==> src/rtl/ootx_frame_decoder.sv <==
// OOTX frame decoder: rebuilds a Lighthouse OOTX frame from one-bit-per-sync strobes,
// streams the payload bytes and validates the trailing little-endian CRC32.
module ootx_frame_decoder #(
  parameter int MAX_LEN = 64,
  parameter int TIMEOUT = 2400000
) (
  input  logic        CLK,
  input  logic        RST_N,
  input  logic        BIT_DATA,
  input  logic        BIT_READY,
  output logic [7:0]  BYTE_OUT,
  output logic        BYTE_VALID,
  output logic [15:0] BYTE_INDEX,
  output logic [15:0] FRAME_LEN,
  output logic        FRAME_START,
  output logic        FRAME_DONE,
  output logic        CRC_OK,
  output logic        FRAME_ERR
);

  localparam logic [1:0] S_HUNT    = 2'd0;
  localparam logic [1:0] S_LEN     = 2'd1;
  localparam logic [1:0] S_PAYLOAD = 2'd2;
  localparam logic [1:0] S_CRC     = 2'd3;

  localparam int              TO_W      = $clog2(TIMEOUT + 1);
  localparam logic [TO_W-1:0] TO_MAX    = TO_W'(TIMEOUT);
  localparam logic [15:0]     MAX_LEN_W = 16'(MAX_LEN);

  // Reflected CRC32 (poly 0xEDB88320), one byte per call, fully unrolled.
  function automatic logic [31:0] crc32_byte(input logic [31:0] crc, input logic [7:0] data);
    logic [31:0] c;
    c = crc ^ {24'h0, data};
    for (int i = 0; i < 8; i++) begin
      c = c[0] ? ((c >> 1) ^ 32'hEDB88320) : (c >> 1);
    end
    return c;
  endfunction

  logic            prev_ready_q;
  logic [1:0]      state_q, state_d;
  logic [4:0]      zrun_q, zrun_d;
  logic [4:0]      bit_cnt_q, bit_cnt_d;
  logic [15:0]     byte_cnt_q, byte_cnt_d;
  logic [TO_W-1:0] to_cnt_q, to_cnt_d;
  logic [7:0]      byte_out_q, byte_out_d;
  logic            byte_valid_q, byte_valid_d;
  logic [15:0]     byte_index_q, byte_index_d;
  logic [15:0]     frame_len_q, frame_len_d;
  logic            frame_start_q, frame_start_d;
  logic            frame_done_q, frame_done_d;
  logic            crc_ok_q, crc_ok_d;
  logic            frame_err_q, frame_err_d;
  logic [7:0]      byte_sr_q, byte_sr_d;
  logic [7:0]      len_lo_q, len_lo_d;
  logic [31:0]     crc_q, crc_d;
  logic [23:0]     rx_crc_q, rx_crc_d;

  logic        bit_evt;
  logic [7:0]  new_byte;
  logic [15:0] len_word;
  logic [16:0] pay_total;

  assign bit_evt   = BIT_READY & ~prev_ready_q;
  assign new_byte  = {byte_sr_q[6:0], BIT_DATA};
  assign len_word  = {new_byte, len_lo_q};
  // Odd-length payloads carry one trailing pad byte to fill the last word.
  assign pay_total = {1'b0, frame_len_q} + {16'd0, frame_len_q[0]};

  always_comb begin
    state_d       = state_q;
    zrun_d        = zrun_q;
    bit_cnt_d     = bit_cnt_q;
    byte_cnt_d    = byte_cnt_q;
    byte_out_d    = byte_out_q;
    byte_index_d  = byte_index_q;
    frame_len_d   = frame_len_q;
    crc_ok_d      = crc_ok_q;
    byte_sr_d     = byte_sr_q;
    len_lo_d      = len_lo_q;
    crc_d         = crc_q;
    rx_crc_d      = rx_crc_q;
    byte_valid_d  = 1'b0;
    frame_start_d = 1'b0;
    frame_done_d  = 1'b0;
    frame_err_d   = 1'b0;
    to_cnt_d      = (to_cnt_q == TO_MAX) ? to_cnt_q : to_cnt_q + TO_W'(1);

    if (bit_evt) begin
      to_cnt_d = '0;
      zrun_d   = BIT_DATA ? 5'd0 : ((zrun_q == 5'd17) ? 5'd17 : zrun_q + 5'd1);
      if (state_q == S_HUNT) begin
        if (BIT_DATA && zrun_q == 5'd17) begin
          state_d    = S_LEN;
          bit_cnt_d  = 5'd0;
          byte_cnt_d = 16'd0;
        end
      end else if (bit_cnt_q == 5'd16) begin
        // Sync slot: the 17th bit of every word must be a 1.
        if (!BIT_DATA) begin
          frame_err_d = 1'b1;
          state_d     = S_HUNT;
        end else begin
          bit_cnt_d = 5'd0;
        end
      end else begin
        byte_sr_d = new_byte;
        bit_cnt_d = bit_cnt_q + 5'd1;
        if (bit_cnt_q == 5'd7 || bit_cnt_q == 5'd15) begin
          byte_cnt_d = byte_cnt_q + 16'd1;
          case (state_q)
            S_LEN: begin
              if (byte_cnt_q == 16'd0) begin
                len_lo_d = new_byte;
              end else if (len_word > MAX_LEN_W) begin
                frame_err_d = 1'b1;
                state_d     = S_HUNT;
              end else begin
                frame_len_d   = len_word;
                frame_start_d = 1'b1;
                crc_ok_d      = 1'b0;
                crc_d         = 32'hFFFFFFFF;
                byte_cnt_d    = 16'd0;
                state_d       = (len_word == 16'd0) ? S_CRC : S_PAYLOAD;
              end
            end
            S_PAYLOAD: begin
              if (byte_cnt_q < frame_len_q) begin
                byte_out_d   = new_byte;
                byte_index_d = byte_cnt_q;
                byte_valid_d = 1'b1;
                crc_d        = crc32_byte(crc_q, new_byte);
              end
              if ({1'b0, byte_cnt_q} + 17'd1 == pay_total) begin
                byte_cnt_d = 16'd0;
                state_d    = S_CRC;
              end
            end
            default: begin
              case (byte_cnt_q[1:0])
                2'd0:    rx_crc_d[7:0]   = new_byte;
                2'd1:    rx_crc_d[15:8]  = new_byte;
                2'd2:    rx_crc_d[23:16] = new_byte;
                default: begin
                  crc_ok_d     = (~crc_q == {new_byte, rx_crc_q});
                  frame_done_d = 1'b1;
                  state_d      = S_HUNT;
                end
              endcase
            end
          endcase
        end
      end
    end else if (state_q != S_HUNT && to_cnt_d == TO_MAX) begin
      frame_err_d = 1'b1;
      state_d     = S_HUNT;
      zrun_d      = 5'd0;
    end
  end

  always_ff @(posedge CLK or negedge RST_N) begin
    if (!RST_N) begin
      prev_ready_q  <= 1'b0;
      state_q       <= S_HUNT;
      zrun_q        <= 5'd0;
      bit_cnt_q     <= 5'd0;
      byte_cnt_q    <= 16'd0;
      to_cnt_q      <= '0;
      byte_out_q    <= 8'd0;
      byte_valid_q  <= 1'b0;
      byte_index_q  <= 16'd0;
      frame_len_q   <= 16'd0;
      frame_start_q <= 1'b0;
      frame_done_q  <= 1'b0;
      crc_ok_q      <= 1'b0;
      frame_err_q   <= 1'b0;
    end else begin
      prev_ready_q  <= BIT_READY;
      state_q       <= state_d;
      zrun_q        <= zrun_d;
      bit_cnt_q     <= bit_cnt_d;
      byte_cnt_q    <= byte_cnt_d;
      to_cnt_q      <= to_cnt_d;
      byte_out_q    <= byte_out_d;
      byte_valid_q  <= byte_valid_d;
      byte_index_q  <= byte_index_d;
      frame_len_q   <= frame_len_d;
      frame_start_q <= frame_start_d;
      frame_done_q  <= frame_done_d;
      crc_ok_q      <= crc_ok_d;
      frame_err_q   <= frame_err_d;
    end
  end

  // Shift/CRC datapath is always rewritten before use, so it needs no reset.
  always_ff @(posedge CLK) begin
    byte_sr_q <= byte_sr_d;
    len_lo_q  <= len_lo_d;
    crc_q     <= crc_d;
    rx_crc_q  <= rx_crc_d;
  end

  assign BYTE_OUT    = byte_out_q;
  assign BYTE_VALID  = byte_valid_q;
  assign BYTE_INDEX  = byte_index_q;
  assign FRAME_LEN   = frame_len_q;
  assign FRAME_START = frame_start_q;
  assign FRAME_DONE  = frame_done_q;
  assign CRC_OK      = crc_ok_q;
  assign FRAME_ERR   = frame_err_q;

endmodule

==> config.mk <==
export PLATFORM = sky130hd
export DESIGN_NAME = ootx_frame_decoder
export DESIGN_NICKNAME = d
export VERILOG_FILES = /design/src/rtl/ootx_frame_decoder.sv
export SDC_FILE = /design/constraint.sdc
export NUM_CORES = 1
export LEC_CHECK = 0
export BUFFER_PORTS_ARGS = -buffer_cell sky130_fd_sc_hd__buf_2
export CORE_ASPECT_RATIO = 0.8
export CORE_MARGIN = 4
export CORE_UTILIZATION = 45
export CTS_BUF_LIST = sky130_fd_sc_hd__clkbuf_4 sky130_fd_sc_hd__clkbuf_8 sky130_fd_sc_hd__clkbuf_16
export DETAILED_ROUTE_END_ITERATION = 16
export GPL_ROUTABILITY_DRIVEN = 0
export PLACE_DENSITY = 0.72
export SYNTH_ARGS = -nofsm -noshare
export SYNTH_HDL_FRONTEND = slang
export SYNTH_SLANG_ARGS = --single-unit
==> constraint.sdc <==
create_clock -name CLK -period 6.5 [get_ports CLK]
set_clock_uncertainty 0.2 [all_clocks]
set_input_delay 0.975 -clock CLK [delete_from_list [all_inputs] [get_ports CLK]]
set_output_delay 0.975 -clock CLK [all_outputs]
set_load 0.03 [all_outputs]
==> results.cfg <==
[cells_and_area]
n_antenna_cell = 0
drive_gt1_frac = 0.131
fillerInstances = 1722
area_growth_syn_to_layout_pct = 11.6
stdcell_area_mm2 = 0.0103
nets = 960
utilization = 0.516
layout_commonest_cell = xnor2_1
final_cell_mix = xnor2_1, nand2_1, dfrtp_1, edfxtp_1, nor2_1

[sta]
whs_ns = 0.254
max_freq_mhz = 261
setup_viol = 0
finalHoldViolCount = 0
tightest_slew_ns = 1.04
fin_crit_ns = 3.82
drv_slew = 0
finalCritPeriodShare = 0.588
rsz0062_at_grt = false
slew_headroom = 0.304
setup_tns_ns = 0

[pwr]
power_density_mw_per_mm2 = 247
p_leak_nw = 4.13
combPwrFrac = 0.119
vdd_drop_max_mv = 0.143
p_sw_mw = 0.760
p_int_mw = 1.78
p_seq_frac = 0.483
sw_frac_of_total = 0.299
p_clk_frac = 0.398

[route]
drt_wl_total_um = 20800
vias = 6596
drc = 0
drt_iter0_markers = 662
ant_nets = 0
routedWlPerCell_um = 17.3
via_per_inst = 5.48
dr.pass1.iters = 5

[logic_synthesis]
synth_top_family_by_area = simple AND/OR/NAND/NOR gates
syn_area_mm2 = 0.00923
synth_fp_nets = 922
seq_area_frac_synth = 0.491
synth_edf_count = 71
synth_xor_area_frac = 0.158
syn_inst = 888
yosys.area_share.simple = 0.176
synth-main-ff-cell = dfrtp_1
synth_fa_ha_area_frac = 0.0407
synth_compound_area_frac = 0.0618
synthMuxAreaShare = 0.0415
syn_area_per_cell_um2 = 10.4
synth-warning-count = 0
ys_seq_elements = 167
ys_types = 54
synth-async-reset-ratio = 0.575

[cts]
numCtsBuffers = 17
clkSinkCount = 167
tritoncts = built
clock_path_buffers = 2
clk_pin_slew_ns = 0.07
post-cts-setup-buffers = 0
ctsHoldBuffers = 0
clock_tree.root_cell = clkbuf_16
cts_resized = 0
htreeDepth = 4
insertion_delay_ns = 0.44

[critical_path]
path_max_fanout = 13
crit_type = flip-flop to flip-flop
cp-start-kind = flip-flop
endpoint_kind = flip-flop
cp.arrival_ns = 3.93
required_ns = 6.60

[grt]
grt-ovfl-total = 0
grt_usage = 0.189
grt_first_pass_wirelength_um = 34600
antenna_found_initial = 0
grt_max_degree = 71
grt_pass1_vias = 6402

[placement]
hpwl_um = 14900
portBuffers = 48
postPlaceCellArea_mm2 = 0.00969

[die]
start_util = 0.462
fp.dieH_um = 136
die_w_um = 168
fp-row-count = 46
core_area_mm2 = 0.0200
pin_count = 49
die-area_mm2 = 0.0229

[status]
status = completed

[run]
cap_violations = 0

[min_path]
worstHoldPathType = primary input to async pin
flip-flops by register name, summed over array words and instances (netlist names):
register,flops
FRAME_LEN,16
prev_ready_q,1
zrun_q,5
bit_cnt_q,5
state_q,2
len_lo_q,8
BYTE_INDEX,16
rx_crc_q,24
to_cnt_q,22
byte_cnt_q,16
byte_sr_q,7
crc_q,32
BYTE_OUT,8
FRAME_ERR,1
FRAME_DONE,1
BYTE_VALID,1
CRC_OK,1
FRAME_START,1
per-stage QoR:
stage	worst slack (ns)	total power [mW]	cells
3_5_place_dp	2.54	1.55	1171
4_1_cts	2.71	2.56	1203
2_1_floorplan	2.63	1.46	888
6_report	2.68	2.54	1203
3_3_place_gp	2.57	1.54	1171
5_1_grt	2.43	2.66	1203
cells in the mapped netlist (2+ instances only):
master	number	share of area
xnor2_1	121	0.11
nand2_1	102	0.041
dfrtp_1	96	0.26
edfxtp_1	71	0.23
nor2_1	66	0.027
xor2_1	45	0.043
inv_1	34	0.014
o21ai_0	31	0.017
ha_1	30	0.041
nor3_1	29	0.016
mux2_2	26	0.032
nand3_1	26	0.014
nor4_1	25	0.017
nand4_1	19	0.013
clkbuf_1	18	0.0073
and2_1	17	0.012
buf_2	15	0.0081
a21oi_1	14	0.0076
nor2b_1	14	0.0095
o221ai_1	11	0.010
mux2i_1	9	0.0098
a21o_1	7	0.0057
and3_1	7	0.0047
a31oi_1	6	0.0041
nand2b_1	6	0.0041
or2_2	4	0.0027
o21a_1	3	0.0024
or3_1	3	0.0020
or4_1	3	0.0024
a21oi_2	2	0.0019
and4_1	2	0.0019
nand4b_1	2	0.0019
o21ai_1	2	0.0011
o31ai_1	2	0.0016
layer usage:
layer,GRT usage,wire length (um),part of all wire,vias up
li1,-,-,-,3166
met1,0.293,10300,0.50,3218
met2,0.274,9030,0.43,192
met3,0.0352,1250,0.060,20
met4,0.0455,229,0.011,0
met5,0,0,0,-
worst paths after layout:
path / end / from / slack, ns / cells after the start
setup / recovery: byte_cnt_q[3]$_DFFE_PN0P_ / byte_cnt_q[1]$_DFFE_PN0P_ / 2.68 / 10
hold / removal: zrun_q[3]$_DFFE_PN0P_ / RST_N / 0.25 / 1
setup reg to reg: byte_cnt_q[3]$_DFFE_PN0P_ / byte_cnt_q[1]$_DFFE_PN0P_ / 2.68 / 10
hold reg to reg: FRAME_LEN[5]$_DFFE_PN0P_ / len_lo_q[5]$_DFFE_PP_ / 0.30 / 2
max in group asynchronous: prev_ready_q$_DFF_PN0_ / RST_N / 4.65 / 2
min in group CLK: FRAME_LEN[5]$_DFFE_PN0P_ / len_lo_q[5]$_DFFE_PP_ / 0.30 / 2
critical path, cell delays in order (launching register included):
cell,delay [ns]
dfrtp_1,0.51
ha_1,0.37
nand4_2,0.23
or4_1,0.67
nor2_1,0.13
mux2i_1,0.08
mux2i_1,0.14
a21oi_1,0.09
o41a_1,0.65
o21ai_1,0.48
o21ai_0,0.14
final cells by class:
| class | instances | area [um2] | share of cell area |
|---|---|---|---|
| clock buffers | 17 | 425 | 0.0413 |
| clock inverters | 15 | 180 | 0.0175 |
| inverters | 34 | 128 | 0.0124 |
| multi-input cells | 651 | 4410 | 0.428 |
| flip-flops and latches | 167 | 4530 | 0.440 |
| well taps | 264 | 330 | 0.0321 |
| repair buffers | 55 | 295 | 0.0287 |
power groups by stage:
stage	Clock [mW]	Sequential [mW]	Combinational, mW
3_5_place_dp	0	1.25	0.301
6_report	1.01	1.23	0.301
4_1_cts	1.03	1.23	0.303
5_1_grt	1.08	1.24	0.346
3_3_place_gp	0	1.25	0.293
2_1_floorplan	0	1.21	0.251
cells by family after synthesis:
| family | Yosys count |
|---|---|
| XOR/XNOR | 166 |
| buffers and inverters | 70 |
| multiplexers | 35 |
| AND/OR/NAND/NOR | 332 |
| adder cells (fa/ha/maj) | 30 |
| AO/OA/AOI/OAI | 88 |
| flip-flops | 167 |
Power figures use the tool's default switching activity.
